--- config.mk ---
export PLATFORM = sky130hd
export DESIGN_NAME = processor_gen_flat
export DESIGN_NICKNAME = d
export VERILOG_FILES = /design/src/rtl/processor_gen_if.sv /design/src/rtl/processor_gen.sv /design/src/flat_wrapper.sv
export SDC_FILE = /design/constraint.sdc
export NUM_CORES = 1
export LEC_CHECK = 0
export CAP_MARGIN = 40
export CORE_UTILIZATION = 61
export DETAILED_ROUTE_END_ITERATION = 10
export PLACE_DENSITY = 0.86
export SLEW_MARGIN = 20
export SYNTH_ARGS = -nofsm -noshare
export SYNTH_HDL_FRONTEND = slang
export SYNTH_SLANG_ARGS = --single-unit
export TNS_END_PERCENT = 30
--- constraint.sdc ---
create_clock -name Clock -period 13.4 [get_ports Clock]
set_clock_uncertainty 0.05 [all_clocks]
set_input_delay 1.34 -clock Clock [delete_from_list [all_inputs] [get_ports Clock]]
set_output_delay 1.34 -clock Clock [all_outputs]
set_load 0.01 [all_outputs]
--- src/rtl/processor_gen_if.sv ---
// Bus-side bundle of the processor: instruction/data in, start, done, bus view.
// The core uses the slave modport; the driving environment uses master.
interface processor_gen_if #(
  parameter int N = 16
);
  logic [N-1:0] DIN;
  logic         Run;
  logic         Done;
  logic [N-1:0] BusWires;

  modport slave (
    input  DIN,
    input  Run,
    output Done,
    output BusWires
  );

  modport master (
    output DIN,
    output Run,
    input  Done,
    input  BusWires
  );
endinterface

--- src/rtl/processor_gen.sv ---
// Multi-cycle bus-based processor: eight GPRs, A/G accumulators, 10-bit IR.
// Four-step controller T0..T3 drives a single shared bus and an 8-op ALU.
module processor_gen #(
  parameter int N   = 16,
  parameter int SHW = 4
) (
  input logic            Clock,
  input logic            Reset,
  processor_gen_if.slave bus
);

  typedef enum logic [1:0] {T0, T1, T2, T3} state_t;
  typedef enum logic [1:0] {
    SEL_DIN, SEL_RX, SEL_RY, SEL_G
  } sel_t;

  localparam logic [3:0] OP_MV   = 4'd0;
  localparam logic [3:0] OP_MVI  = 4'd1;
  localparam logic [3:0] OP_ADD  = 4'd2;
  localparam logic [3:0] OP_SUB  = 4'd3;
  localparam logic [3:0] OP_OR   = 4'd4;
  localparam logic [3:0] OP_SLT  = 4'd5;
  localparam logic [3:0] OP_SLL  = 4'd6;
  localparam logic [3:0] OP_SRL  = 4'd7;
  localparam logic [3:0] OP_AND  = 4'd8;
  localparam logic [3:0] OP_XOR  = 4'd9;
  localparam logic [3:0] OP_MVNZ = 4'd10;

  localparam logic [N-1:0] LP_N = N'(N);

  state_t         r_state;
  state_t         w_next;
  logic [N-1:0]   r_reg [8];
  logic [N-1:0]   r_a;
  logic [N-1:0]   r_g;
  logic [9:0]     r_ir;

  logic [3:0]     w_op;
  logic [2:0]     w_x;
  logic [2:0]     w_y;
  logic [N-1:0]   w_rx;
  logic [N-1:0]   w_ry;
  logic           w_is_alu;
  logic           w_gnz;

  logic           w_done;
  logic           w_ir_we;
  logic           w_a_we;
  logic           w_g_we;
  logic           w_rx_we;
  sel_t           w_sel;
  logic [N-1:0]   w_bus;
  logic [N-1:0]   w_alu;
  logic [SHW-1:0] w_shamt;
  logic           w_shbig;
  logic           w_lt;

  assign w_op     = r_ir[9:6];
  assign w_x      = r_ir[5:3];
  assign w_y      = r_ir[2:0];
  assign w_rx     = r_reg[w_x];
  assign w_ry     = r_reg[w_y];
  assign w_is_alu = (w_op >= OP_ADD) && (w_op <= OP_XOR);
  assign w_gnz    = |r_g;

  // FSM state register; reset aborts any instruction in flight
  always_ff @(posedge Clock or posedge Reset) begin
    if (Reset) r_state <= T0;
    else       r_state <= w_next;
  end

  // FSM next state: short ops end in T1, ALU ops run through T3
  always_comb begin
    w_next = T0;
    case (r_state)
      T0:      w_next = bus.Run ? T1 : T0;
      T1:      w_next = w_is_alu ? T2 : T0;
      T2:      w_next = T3;
      default: w_next = T0;
    endcase
  end

  // FSM outputs: register enables, bus source and Done per step
  always_comb begin
    w_done  = 1'b0;
    w_ir_we = 1'b0;
    w_a_we  = 1'b0;
    w_g_we  = 1'b0;
    w_rx_we = 1'b0;
    w_sel   = SEL_DIN;
    case (r_state)
      T0: w_ir_we = bus.Run;
      T1: begin
        if (w_is_alu) begin
          w_sel  = SEL_RX;
          w_a_we = 1'b1;
        end else begin
          w_done = 1'b1;
          case (w_op)
            OP_MV: begin
              w_sel   = SEL_RY;
              w_rx_we = 1'b1;
            end
            OP_MVI: begin
              w_sel   = SEL_DIN;
              w_rx_we = 1'b1;
            end
            OP_MVNZ: begin
              w_sel   = SEL_RY;
              w_rx_we = w_gnz;
            end
            default: w_sel = SEL_DIN;
          endcase
        end
      end
      T2: begin
        w_sel  = SEL_RY;
        w_g_we = 1'b1;
      end
      default: begin
        w_sel   = SEL_G;
        w_rx_we = 1'b1;
        w_done  = 1'b1;
      end
    endcase
  end

  // Shared bus multiplexer; DIN is the idle source
  always_comb begin
    w_bus = bus.DIN;
    case (w_sel)
      SEL_RX:  w_bus = w_rx;
      SEL_RY:  w_bus = w_ry;
      SEL_G:   w_bus = r_g;
      default: w_bus = bus.DIN;
    endcase
  end

  assign w_shamt = w_bus[SHW-1:0];
  assign w_shbig = (w_bus >= LP_N);
  assign w_lt    = $signed(r_a) < $signed(w_bus);

  // ALU: second operand is RY, which is on the bus during T2
  always_comb begin
    w_alu = '0;
    case (w_op)
      OP_ADD: w_alu = r_a + w_bus;
      OP_SUB: w_alu = r_a - w_bus;
      OP_OR:  w_alu = r_a | w_bus;
      OP_SLT: w_alu = {{(N-1){1'b0}}, w_lt};
      OP_SLL: w_alu = w_shbig ? '0 : (r_a << w_shamt);
      OP_SRL: w_alu = w_shbig ? '0 : (r_a >> w_shamt);
      OP_AND: w_alu = r_a & w_bus;
      OP_XOR: w_alu = r_a ^ w_bus;
      default: w_alu = '0;
    endcase
  end

  // Datapath registers; every RX write takes its value from the bus
  always_ff @(posedge Clock or posedge Reset) begin
    if (Reset) begin
      for (int i = 0; i < 8; i++) r_reg[i] <= '0;
      r_a  <= '0;
      r_g  <= '0;
      r_ir <= '0;
    end else begin
      if (w_ir_we) r_ir <= bus.DIN[N-1 -: 10];
      if (w_a_we)  r_a  <= w_bus;
      if (w_g_we)  r_g  <= w_alu;
      if (w_rx_we) r_reg[w_x] <= w_bus;
    end
  end

  assign bus.Done     = w_done;
  assign bus.BusWires = w_bus;

endmodule

--- src/flat_wrapper.sv ---
// flat-port wrapper written by rule: the top's interface ports become plain ports
module processor_gen_flat 
#(
  parameter int N   = 16,
  parameter int SHW = 4
)
  (Clock, Reset, bus_DIN, bus_Run, bus_Done, bus_BusWires);
  processor_gen_if #(.N(N)) bus_i ();
  input logic Clock;
  input logic Reset;
  input wire logic [$bits(bus_i.DIN)-1:0] bus_DIN;
  input wire logic [$bits(bus_i.Run)-1:0] bus_Run;
  output wire logic [$bits(bus_i.Done)-1:0] bus_Done;
  output wire logic [$bits(bus_i.BusWires)-1:0] bus_BusWires;
  assign bus_i.DIN = bus_DIN;
  assign bus_i.Run = bus_Run;
  assign bus_Done = bus_i.Done;
  assign bus_BusWires = bus_i.BusWires;
  processor_gen #(.N(N), .SHW(SHW)) u_core (.Clock(Clock), .Reset(Reset), .bus(bus_i));
endmodule
==> results.json <==
{
  "outcome": "complete, no violations",
  "area_growth_pct": 9.371,
  "crit_end": "u_core.r_g[14]",
  "viasPerCell": 7.481,
  "ant_nets": 0,
  "synth_area_leaders": "dfrtp_1 (34%), mux4_2 (6.4%), mux2i_1 (6.3%)",
  "netlist.area_leader.share_pct": 34.04,
  "yosysUniqueCellTypes": 90,
  "rsz0062_at_grt": "false",
  "yosysMostFrequentCell": "dfrtp_1",
  "cts_tree": "yes",
  "avgSynthCellArea_um2": 9.387,
  "synth_compound_area_share_pct": 23.17,
  "antenna_found_initial": 0,
  "routed_wl_mm": 46.12,
  "final.fill_count": 1527,
  "synth_fa_ha_area_share_pct": 5.165,
  "grt_pass1_vias": 11481,
  "worstMarginPinSlew_ps": 1014,
  "yosys-top-cells-count": "dfrtp_1 (172), nand2_1 (120), o21ai_0 (114)",
  "drt_iter0_drc": 1879,
  "worst_skew_pair.late_latency_ps": 470,
  "clockBufferDepth": 2,
  "grt_max_degree": 61,
  "largest_reg_flops": 128,
  "synth-edff-count": 0,
  "syn_inst": 1347,
  "drive_above_1_share_pct": 15.75,
  "htreeDepth": 4,
  "clock-sinks": 172,
  "cts_resized": 0,
  "place.gp.congestion": 1.014,
  "cp.required_ps": 13710,
  "cp_max_fo": 26,
  "fp.dieH_um": 146.0,
  "reg2reg_depth": 16,
  "finalMaxSlewViolations": 0,
  "ys_warn_count": 0,
  "place.detailed.hpwl_mm": 31.77,
  "endpoint_kind": "flop",
  "drc": 0,
  "fmax_mhz": 168.8,
  "yosys.area_share.simple_pct": 12.87,
  "cts_root_buf": "clkbuf_16",
  "hold_viol_final": 0,
  "path_class": "reg -> reg",
  "postSynth.asyncResetShare_pct": 100.0,
  "initial_core_util_pct": 62.29,
  "r2r_slack_ps": 7470,
  "r2r_end": "u_core.r_g[14]",
  "post_cts_buffers": 0,
  "clk_pin_slew_ps": 90,
  "tns_ps": 0,
  "n_antenna_cell": 0,
  "cap_violations": 0,
  "min_period_over_period_pct": 44.22,
  "firstDrtPassIters": 9,
  "min_path_cells": 2,
  "synth_xor_area_share_pct": 0.4849,
  "dieArea_um2": 21310,
  "synth-seq-cells": 172,
  "cp-startpoint": "u_core.r_ir[3]",
  "cts_hold_buf": 0,
  "synth_area_um2": 12640,
  "die_width_um": 146.0,
  "layout_min_cycle_time_ps": 5925,
  "num_io_pins": 36,
  "min_path_type": "reg -> reg",
  "maxSlewHeadroom_pct": 32.43,
  "grt.overflow.total": 0,
  "critPathLaunchType": "flop",
  "wl_per_cell_um": 28.43,
  "grtUsageTotal_pct": 44.08,
  "core_um2": 20300,
  "vias": 12134,
  "regToRegStartpoint": "u_core.r_ir[3]",
  "worstPathArrival_ps": 6230,
  "multiInputGateArea_um2": 7691,
  "rows": 52,
  "post-synth-top-area-cell": "dfrtp_1",
  "setup_viol": 0,
  "synth_top_family_by_area": "compound AO/OA/AOI/OAI gates",
  "seq_area_um2": 4305,
  "cts_buffers": 17,
  "syn-num-nets": 1417,
  "yosysSeqAreaShare_pct": 34.04,
  "final_nets": 1409,
  "grt_pass1_wl_mm": 70.11,
  "synthFlopType": "dfrtp_1",
  "port_buffers": 35,
  "synth.area.mux_share_pct": 18.80
}
[worst min path at each step]
stage / startpoint / slack [ps] / end
4_1_cts: u_core.r_reg[19] / 470 / u_core.r_reg[19]
2_1_floorplan: u_core.r_reg[54] / 410 / u_core.r_reg[54]
3_5_place_dp: u_core.r_reg[62] / 440 / u_core.r_reg[62]
5_1_grt: u_core.r_reg[14] / 490 / u_core.r_reg[14]
3_3_place_gp: u_core.r_reg[30] / 420 / u_core.r_reg[30]
6_report: u_core.r_reg[19] / 470 / u_core.r_reg[19]
[per-layer routing]
metal  track usage, %  wire [um]
met1            56.32      16720
met2            67.15      20310
met3            11.25       5619
met4            27.86       3464
met5                0          0
[area by class of cell]
cell class                 instances  area share [%]
clock inverter                    14           1.221
clock buffer                      18           3.103
multi-input combinational       1022           55.61
timing repair buffer              77           5.121
sequential                       172           31.13
tap                              270           2.443
inverter                          49           1.366
[placed cells by master (no fill, tap or decap), types with 12 or more instances in the layout]
master           Yosys  final
dfrtp_1            172    171
nand2_1            120    120
o21ai_0            114    114
nor2_1              98     94
a21oi_1             92     92
mux2i_1             80     80
mux2_2              68     68
ha_1                49     49
inv_1               45     44
mux4_2              36     36
clkdlybuf4s50_1      0     35
buf_4               10     32
nand3_1             21     21
o211ai_1            20     20
nor3_1              19     19
a31oi_1             18     18
clkbuf_16            0     17
o22ai_1             16     16
o221ai_1            16     16
a21o_1              16     16
nand2b_1            14     14
a211oi_1            14     14
o31ai_1             14     13
a22oi_1             12     12
a221oi_1            12     12
[per-stage QoR]
stage          worst slack, ps  hold WS [ps]  instances  area [um2]  utilization [%]
6_report                  7475         466.8       1622       13830            68.13
5_1_grt                   7242         487.9       1622       13830            68.13
4_1_cts                   7688         466.0       1619       13810            68.04
3_5_place_dp              7680         435.6       1587       13210            65.09
3_3_place_gp              7759         423.9       1578       13100            64.53
2_1_floorplan             7350         409.8       1347       12640                -
[worst max-delay path, stage by stage, from the launching register on]
cell       delay, ps
dfrtp_1          850
buf_4            450
nor2_1           190
a2bb2oi_1        200
o2111ai_1        190
a41oi_1          740
inv_1            330
ha_1             550
inv_1            150
a211oi_1         350
o21bai_1         130
or4_1            410
o22ai_1          310
o311ai_1         130
a31oi_1          290
xnor2_1          110
a2111o_1         400
[cell families after synthesis]
group	count (synthesis)
buffers and inverters	153
xor gates and xnor gates	7
muxes	184
adders and majority gates	51
and+or+nand+nor	345
DFF	172
AOI/OAI and AO/OA	435
Power is not shown: default switching activity piles up to over one toggle a cycle in this logic, so the estimate is an artifact.
